### config.mk
export PLATFORM = sky130hd
export DESIGN_NAME = decode_hazard_scoreboard_flat
export DESIGN_NICKNAME = d
export VERILOG_FILES = /design/src/rtl/decode_hazard_scoreboard_pkg.sv /design/src/rtl/decode_hazard_scoreboard_if.sv /design/src/rtl/decode_hazard_scoreboard_sb_reg_counter.sv /design/src/rtl/decode_hazard_scoreboard.sv /design/src/flat_wrapper.sv
export SDC_FILE = /design/constraint.sdc
export NUM_CORES = 1
export LEC_CHECK = 0
export CAP_MARGIN = 20
export CORE_MARGIN = 1.5
export CORE_UTILIZATION = 55
export DETAILED_ROUTE_END_ITERATION = 10
export PLACE_DENSITY = 0.73
export SLEW_MARGIN = 10
export SYNTH_ARGS = -nofsm -noshare
export SYNTH_HDL_FRONTEND = slang
export SYNTH_HIERARCHICAL = 1
export SYNTH_SLANG_ARGS = --single-unit
### constraint.sdc
create_clock -name clk_i -period 11.11 [get_ports clk_i]
set_input_delay 2.7775 -clock clk_i [delete_from_list [all_inputs] [get_ports clk_i]]
set_output_delay 2.7775 -clock clk_i [all_outputs]
set_load 0.05 [all_outputs]
### src/rtl/decode_hazard_scoreboard_pkg.sv
// Shared constants and types for the decode hazard scoreboard.
// Optional build macro: SCOREBOARD_PERF_EN (stall performance counters).
package decode_hazard_scoreboard_pkg;

  localparam int REGISTER_WIDTH = 5;
  localparam int SB_CNT_WIDTH   = 2;
  localparam int NUM_REGS       = 2 ** REGISTER_WIDTH;
  localparam int INFLIGHT_W     = REGISTER_WIDTH + SB_CNT_WIDTH;

  typedef logic [SB_CNT_WIDTH-1:0]   sb_cnt_t;
  typedef logic [REGISTER_WIDTH-1:0] sb_reg_idx_t;

  // One register-targeted event (issue, kill or writeback)
  typedef struct packed {
    logic        valid;
    sb_reg_idx_t regnum;
  } sb_event_t;

  // Build an event; x0 is never tracked, so events naming it are dropped
  function automatic sb_event_t sb_mk_event(input logic valid, input sb_reg_idx_t regnum);
    sb_event_t ev;
    ev.valid  = valid & (regnum != '0);
    ev.regnum = regnum;
    return ev;
  endfunction

endpackage

### src/rtl/decode_hazard_scoreboard_if.sv
// Decode/ALU/writeback-facing signal bundle of the hazard scoreboard.
// Optional build macro: SCOREBOARD_PERF_EN adds the two perf counter outputs.
interface decode_hazard_scoreboard_if;
  import decode_hazard_scoreboard_pkg::*;

  logic                      dec_valid_i;
  logic                      dec_uses_rs1_i;
  logic                      dec_uses_rs2_i;
  logic [REGISTER_WIDTH-1:0] dec_rs1_i;
  logic [REGISTER_WIDTH-1:0] dec_rs2_i;
  logic                      dec_wr_en_i;
  logic [REGISTER_WIDTH-1:0] dec_rd_i;
  logic                      mem_stall_i;
  logic                      kill_i;
  logic [REGISTER_WIDTH-1:0] kill_rd_i;
  logic                      wb_reg_wr_en_i;
  logic [REGISTER_WIDTH-1:0] wb_wr_reg_i;
  logic                      stall_o;
  logic                      issue_o;
  logic [INFLIGHT_W-1:0]     inflight_o;
  logic                      err_o;
`ifdef SCOREBOARD_PERF_EN
  logic [31:0]               stall_cycles_o;
  logic [31:0]               ovf_stalls_o;
`endif

  // Pipeline side: drives decode/kill/writeback, observes the scoreboard
  modport master (
    output dec_valid_i, dec_uses_rs1_i, dec_uses_rs2_i, dec_rs1_i, dec_rs2_i,
    output dec_wr_en_i, dec_rd_i, mem_stall_i, kill_i, kill_rd_i,
    output wb_reg_wr_en_i, wb_wr_reg_i,
`ifdef SCOREBOARD_PERF_EN
    input  stall_cycles_o, ovf_stalls_o,
`endif
    input  stall_o, issue_o, inflight_o, err_o
  );

  // Scoreboard side
  modport slave (
    input  dec_valid_i, dec_uses_rs1_i, dec_uses_rs2_i, dec_rs1_i, dec_rs2_i,
    input  dec_wr_en_i, dec_rd_i, mem_stall_i, kill_i, kill_rd_i,
    input  wb_reg_wr_en_i, wb_wr_reg_i,
`ifdef SCOREBOARD_PERF_EN
    output stall_cycles_o, ovf_stalls_o,
`endif
    output stall_o, issue_o, inflight_o, err_o
  );

endinterface

### src/rtl/decode_hazard_scoreboard_sb_reg_counter.sv
// Outstanding-write counter for one architectural register: +1 on issue,
// -1 each for writeback and kill, clamped to [0, 2**CNT_WIDTH-1].
module sb_reg_counter #(
  parameter int CNT_WIDTH = 2
) (
  input  logic                 clk,
  input  logic                 rst,
  input  logic                 inc,
  input  logic                 dec_wb,
  input  logic                 dec_kill,
  output logic [CNT_WIDTH-1:0] cnt,
  output logic [CNT_WIDTH-1:0] cnt_next,
  output logic                 underflow
);

  localparam logic [CNT_WIDTH:0] CNT_MAX = (CNT_WIDTH+1)'((2 ** CNT_WIDTH) - 1);

  logic [CNT_WIDTH:0] up;
  logic [CNT_WIDTH:0] down;
  logic [CNT_WIDTH:0] diff;

  // Net update of all same-cycle events, clamped at both ends
  always_comb begin
    up        = {1'b0, cnt} + {{CNT_WIDTH{1'b0}}, inc};
    down      = {{CNT_WIDTH{1'b0}}, dec_wb} + {{CNT_WIDTH{1'b0}}, dec_kill};
    diff      = up - down;
    underflow = 1'b0;
    cnt_next  = diff[CNT_WIDTH-1:0];
    if (down > up) begin
      underflow = 1'b1;
      cnt_next  = '0;
    end else if (diff > CNT_MAX) begin
      cnt_next  = CNT_MAX[CNT_WIDTH-1:0];
    end
  end

  // Counter register
  always_ff @(posedge clk or posedge rst) begin
    if (rst) cnt <= '0;
    else     cnt <= cnt_next;
  end

endmodule

### src/rtl/decode_hazard_scoreboard.sv
// Per-register write scoreboard beside decode: raises a combinational stall
// on RAW or counter-overflow hazards and tracks in-flight writes until
// writeback or squash. Optional build macro: SCOREBOARD_PERF_EN.
module decode_hazard_scoreboard #(
  parameter int REGISTER_WIDTH = decode_hazard_scoreboard_pkg::REGISTER_WIDTH,
  parameter int CNT_WIDTH      = decode_hazard_scoreboard_pkg::SB_CNT_WIDTH
) (
  input logic                         clk_i,
  input logic                         rst_i,
  decode_hazard_scoreboard_if.slave   bus
);
  import decode_hazard_scoreboard_pkg::*;

  localparam int NREGS = 2 ** REGISTER_WIDTH;
  localparam int INF_W = REGISTER_WIDTH + CNT_WIDTH;
  localparam logic [CNT_WIDTH-1:0] CNT_MAX = '1;

  logic [CNT_WIDTH-1:0] cnt      [NREGS];
  logic [CNT_WIDTH-1:0] cnt_next [NREGS];
  logic [NREGS-1:0]     underflow;

  logic      haz_rs1;
  logic      haz_rs2;
  logic      haz_ovf;
  logic      stall;
  logic      issue;
  sb_event_t iss_ev;
  sb_event_t wb_ev;
  sb_event_t kill_ev;
  logic [INF_W-1:0] inflight_next;

  // x0 is hard-wired to an empty reservation
  assign cnt[0]       = '0;
  assign cnt_next[0]  = '0;
  assign underflow[0] = 1'b0;

  // Hazard detection; a retiring last writer is forwarded, so it does not stall
  always_comb begin
    haz_rs1 = bus.dec_uses_rs1_i & (cnt[bus.dec_rs1_i] != '0) &
              !(bus.wb_reg_wr_en_i & (bus.wb_wr_reg_i == bus.dec_rs1_i) &
                (cnt[bus.dec_rs1_i] == CNT_WIDTH'(1)));
    haz_rs2 = bus.dec_uses_rs2_i & (cnt[bus.dec_rs2_i] != '0) &
              !(bus.wb_reg_wr_en_i & (bus.wb_wr_reg_i == bus.dec_rs2_i) &
                (cnt[bus.dec_rs2_i] == CNT_WIDTH'(1)));
    haz_ovf = bus.dec_wr_en_i & (bus.dec_rd_i != '0) & (cnt[bus.dec_rd_i] == CNT_MAX);
    stall   = bus.dec_valid_i & (haz_rs1 | haz_rs2 | haz_ovf);
    issue   = bus.dec_valid_i & !stall & !bus.mem_stall_i;
    iss_ev  = sb_mk_event(issue & bus.dec_wr_en_i, bus.dec_rd_i);
    wb_ev   = sb_mk_event(bus.wb_reg_wr_en_i, bus.wb_wr_reg_i);
    kill_ev = sb_mk_event(bus.kill_i, bus.kill_rd_i);
  end

  assign bus.stall_o = stall;
  assign bus.issue_o = issue;

  for (genvar r = 1; r < NREGS; r++) begin : g_cnt
    sb_reg_counter #(.CNT_WIDTH(CNT_WIDTH)) u_cnt (
      .clk       (clk_i),
      .rst       (rst_i),
      .inc       (iss_ev.valid  && (iss_ev.regnum  == REGISTER_WIDTH'(r))),
      .dec_wb    (wb_ev.valid   && (wb_ev.regnum   == REGISTER_WIDTH'(r))),
      .dec_kill  (kill_ev.valid && (kill_ev.regnum == REGISTER_WIDTH'(r))),
      .cnt       (cnt[r]),
      .cnt_next  (cnt_next[r]),
      .underflow (underflow[r])
    );
  end

  // Total of the post-update counters, so it always agrees with the per-register state
  always_comb begin
    inflight_next = '0;
    for (int r = 1; r < NREGS; r++) begin
      inflight_next = inflight_next + INF_W'(cnt_next[r]);
    end
  end

  // Registered in-flight total
  always_ff @(posedge clk_i or posedge rst_i) begin
    if (rst_i) bus.inflight_o <= '0;
    else       bus.inflight_o <= inflight_next;
  end

  // Sticky underflow flag, cleared only by reset
  always_ff @(posedge clk_i or posedge rst_i) begin
    if (rst_i)           bus.err_o <= 1'b0;
    else if (|underflow) bus.err_o <= 1'b1;
  end

`ifdef SCOREBOARD_PERF_EN
  // Cycles decode was held by the scoreboard and not by a memory freeze
  always_ff @(posedge clk_i or posedge rst_i) begin
    if (rst_i)                          bus.stall_cycles_o <= '0;
    else if (stall && !bus.mem_stall_i) bus.stall_cycles_o <= bus.stall_cycles_o + 32'd1;
  end

  // Cycles where only the counter-overflow hazard held decode
  always_ff @(posedge clk_i or posedge rst_i) begin
    if (rst_i)
      bus.ovf_stalls_o <= '0;
    else if (bus.dec_valid_i && haz_ovf && !haz_rs1 && !haz_rs2)
      bus.ovf_stalls_o <= bus.ovf_stalls_o + 32'd1;
  end
`endif

endmodule

### src/flat_wrapper.sv
// flat-port wrapper written by rule: the top's interface ports become plain ports
module decode_hazard_scoreboard_flat import decode_hazard_scoreboard_pkg::*;
#(
  parameter int REGISTER_WIDTH = decode_hazard_scoreboard_pkg::REGISTER_WIDTH,
  parameter int CNT_WIDTH      = decode_hazard_scoreboard_pkg::SB_CNT_WIDTH
)
  (clk_i, rst_i, bus_dec_valid_i, bus_dec_uses_rs1_i, bus_dec_uses_rs2_i, bus_dec_rs1_i, bus_dec_rs2_i, bus_dec_wr_en_i, bus_dec_rd_i, bus_mem_stall_i, bus_kill_i, bus_kill_rd_i, bus_wb_reg_wr_en_i, bus_wb_wr_reg_i, bus_stall_o, bus_issue_o, bus_inflight_o, bus_err_o);
  decode_hazard_scoreboard_if bus_i ();
  input logic clk_i;
  input logic rst_i;
  input wire logic [$bits(bus_i.dec_valid_i)-1:0] bus_dec_valid_i;
  input wire logic [$bits(bus_i.dec_uses_rs1_i)-1:0] bus_dec_uses_rs1_i;
  input wire logic [$bits(bus_i.dec_uses_rs2_i)-1:0] bus_dec_uses_rs2_i;
  input wire logic [$bits(bus_i.dec_rs1_i)-1:0] bus_dec_rs1_i;
  input wire logic [$bits(bus_i.dec_rs2_i)-1:0] bus_dec_rs2_i;
  input wire logic [$bits(bus_i.dec_wr_en_i)-1:0] bus_dec_wr_en_i;
  input wire logic [$bits(bus_i.dec_rd_i)-1:0] bus_dec_rd_i;
  input wire logic [$bits(bus_i.mem_stall_i)-1:0] bus_mem_stall_i;
  input wire logic [$bits(bus_i.kill_i)-1:0] bus_kill_i;
  input wire logic [$bits(bus_i.kill_rd_i)-1:0] bus_kill_rd_i;
  input wire logic [$bits(bus_i.wb_reg_wr_en_i)-1:0] bus_wb_reg_wr_en_i;
  input wire logic [$bits(bus_i.wb_wr_reg_i)-1:0] bus_wb_wr_reg_i;
  output wire logic [$bits(bus_i.stall_o)-1:0] bus_stall_o;
  output wire logic [$bits(bus_i.issue_o)-1:0] bus_issue_o;
  output wire logic [$bits(bus_i.inflight_o)-1:0] bus_inflight_o;
  output wire logic [$bits(bus_i.err_o)-1:0] bus_err_o;
  assign bus_i.dec_valid_i = bus_dec_valid_i;
  assign bus_i.dec_uses_rs1_i = bus_dec_uses_rs1_i;
  assign bus_i.dec_uses_rs2_i = bus_dec_uses_rs2_i;
  assign bus_i.dec_rs1_i = bus_dec_rs1_i;
  assign bus_i.dec_rs2_i = bus_dec_rs2_i;
  assign bus_i.dec_wr_en_i = bus_dec_wr_en_i;
  assign bus_i.dec_rd_i = bus_dec_rd_i;
  assign bus_i.mem_stall_i = bus_mem_stall_i;
  assign bus_i.kill_i = bus_kill_i;
  assign bus_i.kill_rd_i = bus_kill_rd_i;
  assign bus_i.wb_reg_wr_en_i = bus_wb_reg_wr_en_i;
  assign bus_i.wb_wr_reg_i = bus_wb_wr_reg_i;
  assign bus_stall_o = bus_i.stall_o;
  assign bus_issue_o = bus_i.issue_o;
  assign bus_inflight_o = bus_i.inflight_o;
  assign bus_err_o = bus_i.err_o;
  decode_hazard_scoreboard #(.REGISTER_WIDTH(REGISTER_WIDTH), .CNT_WIDTH(CNT_WIDTH)) u_core (.clk_i(clk_i), .rst_i(rst_i), .bus(bus_i));
endmodule
==> results of run 1 <==
cells in the mapped netlist, types with 9 or more instances:
master	instances	area, um2
xor2_1	9	78.8
nand2_1	45	169
clkbuf_1	18	67.6
xnor2_1	38	333
nor4_1	41	257
a21oi_2	31	272
ha_1	136	1700
mux2i_1	21	210
nor3_1	11	55.1
dfrtp_1	70	1750
o21a_1	32	240
nor2_1	88	330
nand3_1	22	110
o31a_1	31	272
fa_1	119	2380
a21o_1	33	248
a221oi_1	31	272
inv_1	248	931
mux4_2	23	518
nor2b_1	13	81.3
per-stage QoR:
stage / std cells / cell area (um2) / setup TNS, ps / hold WS [ps]
final: 1683 / 14400 / -343 / 663
after global routing: 1683 / 14400 / -1250 / 686
after CTS: 1678 / 14300 / 0 / 667
after detailed placement: 1639 / 13200 / -6160 / 634
after global placement: 1639 / 13200 / -5210 / 630
after floorplan: 1157 / 11100 / 0 / 733
sequential cells by signal (all words and copies together) (netlist names):
signal / flops
u_core/g_cnt.u_cnt/cnt: 62
u_core/bus.inflight_o: 7
u_core/bus.err_o: 1
layout make-up:
cell class / count / area share [%]
multi-input cells: 806 / 60.6
repair buffers: 278 / 16.5
well taps: 265 / 2.30
clock buffers: 9 / 1.56
inverters: 249 / 6.49
flip-flops and latches: 70 / 12.1
clock inverters: 6 / 0.442
worst max-delay path by stage:
stage	from	endpoint	cells past startpoint
2_1_floorplan	bus_dec_rs2_i[1]	u_core/bus.inflight_o[5]	35
3_3_place_gp	bus_dec_rs2_i[0]	u_core/bus.inflight_o[5]	37
3_5_place_dp	bus_dec_rs2_i[0]	u_core/bus.inflight_o[6]	36
4_1_cts	bus_dec_rs2_i[0]	u_core/bus.inflight_o[5]	35
5_1_grt	bus_dec_rs2_i[0]	u_core/bus.inflight_o[5]	35
6_report	bus_dec_rs1_i[0]	u_core/bus.inflight_o[5]	34
cells by family after synthesis:
family          after synthesis  share of synthesized area (%)
compound gates              201                           14.6
flops                        70                           15.8
mux                          49                           7.51
fa+ha+maj                   255                           36.9
xor+xnor                     47                           3.72
buf+inv                     281                           10.1
simple gates                254                           11.3
layer usage:
metal	share of wire, %	global-route usage [%]	vias to the layer above
met2	47	58.6	618
li1	-	-	4459
met5	0	0	-
met4	9.0	29.0	0
met1	36	43.5	4965
met3	8.6	5.69	227
tightest hold or removal path: stages, from the launching register on:
cell and delay, ps:
dfrtp_1 380, nor4_1 60, nand4_1 90, or2_2 100
timing repair:
| item | 4_1_cts | 5_1_grt |
|---|---|---|
| buffers inserted | 21 | 5 |
| cloned | 3 | 0 |
| endpoints found under the setup margin | 6 | 5 |
| pin swaps | 56 | 12 |
| endpoints found under the hold margin | 0 | 0 |
| gates resized for setup | 130 | 23 |
==> run summary, run 1 <==
Status -> finished, violations left
Failing checks -> negative setup slack
Crit start category -> primary input
Die height -> 145 um
Yosys warnings -> 6
1st-pass router iterations -> 6
PortBufs -> 43
Initial Utilization -> 56.4%
Register area -> 0.00175 mm2
Final min period -> 11260 ps
Mapped Cells -> 1157
DRC violations left -> 0
R2R Path Start -> u_core/g_cnt[30].u_cnt/cnt[0]
R2r worst-path depth -> 33
Syn nets -> 1446
Core Region -> 0.0196 mm2
Critical Path AT -> 11530 ps
Post-layout nets -> 1703
Reg2Reg Capture Point -> u_core/bus.inflight_o[5]
Tcrit/Tclk final -> 101%
FP Rows -> 51
Commonest cells after routing, fill and taps aside -> inv_1 (239), buf_4 (218), ha_1 (117)
DIE AREA -> 0.0210 mm2
Synth Cell Area -> 0.0111 mm2
All-Layer GR Usage -> 36.4%
Crit-path max cell delay -> 600 ps
Multi-input gate area -> 0.00875 mm2
Iteration-0 DRC Markers -> 943
Hold path depth -> 3
Vias/cell -> 6.10
Fmax -> 88.8 MHz
Clk sinks -> 70
Final wirelength -> 36.1 mm
Crit path top cell by count -> fa_2
Pre-CTS setup slack -> -1200 ps
Worst-skew pair later-pin latency -> 360 ps
ANT nets after route -> 0
Hold-fix buffers at CTS -> 0
Die X -> 145 um
Clock Pin Slew Worst Setup and Hold Paths -> 60 ps
Syn Area/Cell -> 9.55 um2
Ports -> 44
Delay-heaviest family, CP -> adder cells
CTS Buf Count -> 9
H-tree depth -> 3
WP buf/inv -> 11
Grt total ovfl -> 0
Final Skew -> 10.6 ps
Initial antenna violation count -> 0
Drt wl/cell -> 21.5 um
Share of cells above drive strength 1 -> 28.8%
Synth cell types -> 55
Clock buffer depth -> 2
Seq cells post-synth -> 70
Async set-reset flop share out of synthesis -> 100%
Final setup vio count -> 4
Worst Hold Endpoint -> u_core/bus.err_o
RSZ-0062 raised after global routing -> yes
Synth-to-Final Area Change -> 30.7%
Crit path kind -> primary input to register
HP Start -> u_core/bus.err_o
Root buf cell -> clkbuf_16
Fillers -> 1371
EDFF count, synth -> 0
Final worst slack -> -148 ps
Slew headroom -> 48.9%
Worst Path Max Fanout -> 8
Max-cap violation count -> 0
Vias -> 10269
Utilization after layout -> 73.7%
Tightest Pin Transition -> 764 ps
Final Hold Vio Count -> 0
Antenna Cells -> 0
RePlAce Congestion -> 0.986
CTS tree -> done
Register area share after synthesis -> 15.8%
Commonest non-fill, non-tap cell in the layout -> inv_1
Largest net degree at the start of global routing -> 33
CP required -> 11390 ps
Reg2reg setup slack -> 2050 ps
CP Capture Type -> register
Global-route wire length before repair -> 56.6 mm
Most used flip-flop cell after synthesis -> dfrtp_1
Worst path slowest cell -> fa_2
Max-slew violation count -> 0
Final HPWL DP -> 28.7 mm
HP Class -> register to register
Vias in the first global route -> 10985
Power of run 1 is left out: the tool's default activity adds up to more than one toggle a clock period on the data nets, which glitch-free logic cannot reach.
==> run 2: changes to the inputs <==
==> constraint.sdc (replaced) <==
create_clock -name clk_i -period 12.65 [get_ports clk_i]
set_input_delay 3.1625 -clock clk_i [delete_from_list [all_inputs] [get_ports clk_i]]
set_output_delay 3.1625 -clock clk_i [all_outputs]
set_load 0.05 [all_outputs]
==> run 2 against run 1 <==
Compared with the run above:
- the flow now finishes without violations
- sequential share of layout area is 2.0 points higher
- via count is 11% lower
- global-route usage is 4.1 points lower
- first-iteration DRC count is 5.3% lower
- die area stayed put
- critical path type unchanged
- largest cell class unchanged
- highest routed layer unchanged
==> run summary, run 2 (same netlist as run 1, synthesis figures left out) <==
Initial antenna violation count -> 0 (unchanged)
Clk sinks -> 70 (unchanged)
Vias in the first global route -> 9136 (was 10985)
DRC violations left -> 0 (unchanged)
Reg2reg setup slack -> 3390 ps (was 2050 ps)
Critical Path AT -> 12590 ps (was 11530 ps)
CTS tree -> done (unchanged)
Antenna Cells -> 0 (unchanged)
Tcrit/Tclk final -> 97.6%
Synth-to-Final Area Change -> 12.1% (was 30.7%)
Drt wl/cell -> 21.5 um (about the same)
Die height -> 145 um (unchanged)
R2R Path Start -> u_core/g_cnt[21].u_cnt/cnt[0] (was u_core/g_cnt[30].u_cnt/cnt[0])
Max-cap violation count -> 0 (unchanged)
Register area -> 0.00175 mm2 (unchanged)
Root buf cell -> clkbuf_16 (unchanged)
Final Skew -> 9.53 ps (was 10.6 ps)
GR Util met1 -> 41.6% (was 43.5%)
Hold-fix buffers at CTS -> 0 (unchanged)
DIE AREA -> 0.0210 mm2 (unchanged)
Flip-flop count of the largest register after layout -> 62 (unchanged)
CP required -> 12880 ps (was 11390 ps)
Largest net degree at the start of global routing -> 33 (unchanged)
Vias/cell -> 6.14 (was 6.10)
Clock buffer depth -> 2 (unchanged)
Top Registers -> u_core/g_cnt.u_cnt/cnt: 62 flops, u_core/bus.inflight_o: 7 flops, u_core/bus.err_o: 1 flops (unchanged)
Core Region -> 0.0196 mm2 (unchanged)
Hold path depth -> 3 (unchanged)
Crit start category -> primary input (unchanged)
Ports -> 44 (unchanged)
Die X -> 145 um (unchanged)
Global-route wire length before repair -> 49.8 mm (was 56.6 mm)
Grt total ovfl -> 0 (unchanged)
FP Rows -> 51 (unchanged)
Crit path top cell by count -> fa_1 (was fa_2)
Status -> finished, final reports clean (was finished, violations left)
Worst Hold Endpoint -> u_core/bus.err_o (unchanged)
Crit path kind -> primary input to register (unchanged)
WP buf/inv -> 10 (was 11)
Delay-heaviest family, CP -> adder cells (unchanged)
Placed cells -> 1470 (was 1639)
Worst Path Max Fanout -> 17 (was 8)
Final setup vio count -> 0 (was 4)
Fillers -> 1656 (was 1371)
1st-pass router iterations -> 5 (was 6)
Critical path startpoint -> bus_dec_rs2_i[0] (was bus_dec_rs1_i[0])
Tightest Pin Transition -> 733 ps (was 764 ps)
Commonest non-fill, non-tap cell in the layout -> inv_1 (unchanged)
Initial Utilization -> 56.4% (unchanged)
Post-layout nets -> 1505 (was 1703)
Fmax -> 81.0 MHz
Share of cells above drive strength 1 -> 10.9% (was 28.8%)
Multi-input gate area -> 0.00831 mm2 (was 0.00875 mm2)
H-tree depth -> 3 (unchanged)
Non-Filler Instances -> 1485 (was 1683)
Final min period -> 12350 ps
HP Class -> register to register (unchanged)
Max-slew violation count -> 0 (unchanged)
PortBufs -> 43 (unchanged)
Vias -> 9120 (was 10269)
Crit-path max cell delay -> 620 ps (was 600 ps)
Gr busiest metal -> met2 (unchanged)
Worst-skew pair later-pin latency -> 350 ps (was 360 ps)
R2r worst-path depth -> 32 (was 33)
GR met2 Demand/Resource -> 52.2% (was 58.6%)
Worst path slowest cell -> fa_1 (was fa_2)
ANT nets after route -> 0 (unchanged)
Final HPWL DP -> 26.7 mm (was 28.7 mm)
RePlAce Congestion -> 1.01 (was 0.986)
Iteration-0 DRC Markers -> 893 (was 943)
All-Layer GR Usage -> 32.3% (was 36.4%)
Commonest cells after routing, fill and taps aside -> inv_1 (248), ha_1 (136), fa_1 (118) (was inv_1 (239), buf_4 (218), ha_1 (117))
HP Start -> u_core/bus.err_o (unchanged)
Final Hold Vio Count -> 0 (unchanged)
CP Capture Type -> register (unchanged)
Largest reg by FF count -> u_core/g_cnt.u_cnt/cnt (unchanged)
Clock Pin Slew Worst Setup and Hold Paths -> 60 ps (about the same)
Slew headroom -> 51.1% (was 48.9%)
Final wirelength -> 31.9 mm (was 36.1 mm)
Met3 Resource Use GR -> 4.94% (was 5.69%)
CTS Buf Count -> 9 (unchanged)
Reg2Reg Capture Point -> u_core/bus.inflight_o[5] (unchanged)
[run 2: cell types whose count changed in the layout (fill, tap and decap cells not counted), sizes merged, moves of 2 or more]
cell           before  now
clkinvlp            2    0
dlygate4sd2         7    0
clkdlybuf4s50      30   43
buf               236   37
dlymetal6s2s        3    0
[run 2: how the worst max path moves through the flow]
stage	slack, ps	to	depth (start not counted)
after floorplan	1190	u_core/bus.inflight_o[5]	35
after global placement	-50	u_core/bus.inflight_o[5]	33
after detailed placement	-160	u_core/bus.inflight_o[5]	33
after CTS	150	u_core/bus.inflight_o[5]	33
after global routing	-40	u_core/bus.inflight_o[5]	34
final	300	u_core/bus.inflight_o[5]	34
[run 2: area by class of cell]
type / instances / share of cell area (%)
repair buffers: 80 / 6.22
multi-input cells: 806 / 67.1
clock buffers: 10 / 1.93
flip-flops and latches: 70 / 14.1
clock inverters: 5 / 0.404
inverters: 249 / 7.54
well taps: 265 / 2.68
[run 2: worst min-delay path, stage by stage (launching register included)]
cell     delay, ps
dfrtp_1        370
nor4_1          60
nand4_1         80
or2_2           90
[run 2: what timing repair did]
item / 4_1_cts / 5_1_grt
endpoints found under the setup margin: 0 / 5
gates resized for setup: 0 / 21
buffers inserted: 0 / 0
[run 2: stage by stage]
step                      cell area (um2)  hold slack, ps  TNS (ps)  utilization (%)  worst slack (ps)
after global placement              12000             608     -67.5             61.1             -46.4
after global routing                12400             673     -36.3             63.3             -36.3
final                               12400             631         0             63.3               298
after detailed placement            12000             607      -311             61.1              -158
after CTS                           12300             627         0             62.6               149
after floorplan                     11100             733         0                -              1190
[run 2: layer usage]
| metal | up-vias | part of all wire, % | routed length [um] |
|---|---|---|---|
| met5 | - | 0 | 0 |
| met4 | 0 | 6.1 | 1930 |
| met3 | 118 | 7.3 | 2320 |
| met2 | 419 | 47 | 15000 |
| met1 | 4510 | 39 | 12600 |
| li1 | 4073 | - | - |
Power of run 2 is left out for the same reason.
==> run 3: changes to the inputs <==
--- a/config.mk
+++ b/config.mk
@@ -8,6 +8,7 @@
 export CAP_MARGIN = 20
 export CORE_MARGIN = 1.5
 export CORE_UTILIZATION = 55
+export CTS_BUF_LIST = sky130_fd_sc_hd__clkbuf_8
 export DETAILED_ROUTE_END_ITERATION = 10
 export PLACE_DENSITY = 0.73
 export SLEW_MARGIN = 10
==> constraint.sdc (replaced) <==
create_clock -name clk_i -period 12.65 [get_ports clk_i]
set_input_delay 3.1625 -clock clk_i [delete_from_list [all_inputs] [get_ports clk_i]]
set_output_delay 3.1625 -clock clk_i [all_outputs]
set_load 0.005 [all_outputs]
==> run 3 against run 2 <==
Compared with the run above:
- routed wire length shrank 0.79%
- cell area shrank 1.1%
- critical path depth is the same
- cell count is the same
- sequential share of layout area grew 0.16 points
- core utilization shrank 0.71 points
- first-iteration DRC count grew 0.56%
- clock-buffer cell count is the same
- non-clock buffer count is the same
- via count shrank 0.70%
- clock skew grew 0.92 ps
- critical endpoint unchanged
==> run summary, run 3 (same netlist as run 1, synthesis figures left out) <==
Status -> finished, final reports clean (unchanged)
Initial Utilization -> 56.4% (unchanged)
WP buf/inv -> 10 (unchanged)
Iteration-0 DRC Markers -> 898 (was 893)
Synth-to-Final Area Change -> 10.9% (was 12.1%)
All-Layer GR Usage -> 32.0% (was 32.3%)
Initial antenna violation count -> 0 (unchanged)
Slew headroom -> 51.8% (was 51.1%)
Core Region -> 0.0196 mm2 (unchanged)
Grt total ovfl -> 0 (unchanged)
Commonest non-fill, non-tap cell in the layout -> inv_1 (unchanged)
Reg2reg setup slack -> 3360 ps (was 3390 ps)
Share of cells above drive strength 1 -> 10.3% (was 10.9%)
Hold-fix buffers at CTS -> 0 (unchanged)
FP Rows -> 51 (unchanged)
Final HPWL DP -> 26.7 mm (unchanged)
Antenna Cells -> 0 (unchanged)
Worst Hold Endpoint -> u_core/bus.err_o (unchanged)
DRC violations left -> 0 (unchanged)
Vias -> 9056 (was 9120)
Post-layout nets -> 1505 (unchanged)
Hold_ws -> 636 ps (was 631 ps)
Final Skew -> 10.5 ps (was 9.53 ps)
Tightest Pin Transition -> 721 ps (was 733 ps)
Worst path slowest cell -> mux4_1 (was fa_1)
Crit path top cell by count -> fa_1 (unchanged)
Crit path kind -> primary input to register (unchanged)
Final wirelength -> 31.6 mm (was 31.9 mm)
Non-Filler Instances -> 1485 (unchanged)
Root buf cell -> clkbuf_8 (was clkbuf_16)
Worst-skew pair later-pin latency -> 380 ps (was 350 ps)
Vias in the first global route -> 9109 (was 9136)
Die X -> 145 um (unchanged)
Crit start category -> primary input (unchanged)
Setup TNS Final -> 0 ps (unchanged)
Final setup vio count -> 0 (unchanged)
Vias/cell -> 6.10 (was 6.14)
Crit-path max cell delay -> 580 ps (was 620 ps)
Delay-heaviest family, CP -> adder cells (unchanged)
Fmax -> 81.0 MHz (about the same)
Final Hold Vio Count -> 0 (unchanged)
Placed cells -> 1470 (unchanged)
Commonest cells after routing, fill and taps aside -> inv_1 (248), ha_1 (136), fa_1 (119) (was inv_1 (248), ha_1 (136), fa_1 (118))
PortBufs -> 43 (unchanged)
Largest reg by FF count -> u_core/g_cnt.u_cnt/cnt (unchanged)
Reg2Reg Capture Point -> u_core/bus.inflight_o[5] (unchanged)
Tcrit/Tclk final -> 97.6% (about the same)
CP Capture Type -> register (unchanged)
H-tree depth -> 3 (unchanged)
Largest net degree at the start of global routing -> 33 (unchanged)
Clk sinks -> 70 (unchanged)
RePlAce Congestion -> 1.01 (unchanged)
Clock Pin Slew Worst Setup and Hold Paths -> 80 ps (was 60 ps)
Flip-flop count of the largest register after layout -> 62 (unchanged)
CTS Buf Count -> 9 (unchanged)
Worst Path Max Fanout -> 18 (was 17)
Clock buffer depth -> 2 (unchanged)
Global-route wire length before repair -> 49.5 mm (was 49.8 mm)
R2r worst-path depth -> 32 (unchanged)
1st-pass router iterations -> 6 (was 5)
R2R Path Start -> u_core/g_cnt[21].u_cnt/cnt[0] (unchanged)
Max-cap violation count -> 0 (unchanged)
Utilization after layout -> 62.5% (was 63.3%)
Critical Path AT -> 12610 ps (was 12590 ps)
HP Class -> register to register (unchanged)
CTS tree -> done (unchanged)
Die height -> 145 um (unchanged)
DIE AREA -> 0.0210 mm2 (unchanged)
Drt wl/cell -> 21.3 um (was 21.5 um)
Max-slew violation count -> 0 (unchanged)
ANT nets after route -> 0 (unchanged)
CP required -> 12920 ps (was 12880 ps)
Top Registers -> u_core/g_cnt.u_cnt/cnt: 62 flops, u_core/bus.inflight_o: 7 flops, u_core/bus.err_o: 1 flops (unchanged)
Hold path depth -> 3 (unchanged)
HP Start -> u_core/bus.err_o (unchanged)
Ports -> 44 (unchanged)
Final min period -> 12340 ps (was 12350 ps)
RSZ-0062 raised after global routing -> no
[run 3: worst max-delay path by stage]
stage	startpoint	to	cells past startpoint
6_report	bus_dec_rs2_i[0]	u_core/bus.inflight_o[5]	34
5_1_grt	bus_dec_rs2_i[0]	u_core/bus.inflight_o[6]	33
4_1_cts	bus_dec_rs2_i[0]	u_core/bus.inflight_o[5]	33
3_5_place_dp	bus_dec_rs2_i[0]	u_core/bus.inflight_o[5]	33
3_3_place_gp	bus_dec_rs2_i[0]	u_core/bus.inflight_o[5]	33
2_1_floorplan	bus_dec_rs2_i[1]	u_core/bus.inflight_o[5]	35
[run 3: area by class of cell]
cell class                      count  area [um2]
Timing Repair Buffer               80         771
Inverter                          249         935
Sequential cell                    70        1750
Multi-Input combinational cell    806        8280
Clock buffer                       10         138
Tap cell                          265         332
Clock inverter                      5        50.0
Fill cell                        1687        7340
[run 3: tightest hold or removal path, cell delays in order (launching register included)]
cell and delay, ps:
dfrtp_1 380, nor4_1 60, nand4_1 80, or2_2 90
[run 3: through the flow]
step	setup WS, ps	area, um2
2_1_floorplan	1190	11100
3_3_place_gp	-46.4	12000
3_5_place_dp	-158	12000
4_1_cts	199	12200
5_1_grt	4.80	12300
6_report	310	12300
[run 3: repair_timing]
item	in CTS	in global routing
gates resized for setup	0	14
setup endpoints to repair	0	3
buffers inserted	0	0
[run 3: layer usage]
layer / share of wire, % / global-route usage, % / up-vias
li1: - / - / 4063
met1: 39 / 41.4 / 4440
met2: 47 / 51.5 / 447
met3: 8.2 / 4.87 / 106
met4: 6.2 / 18.1 / 0
met5: 0 / 0 / -
Power of run 3 is left out for the same reason.
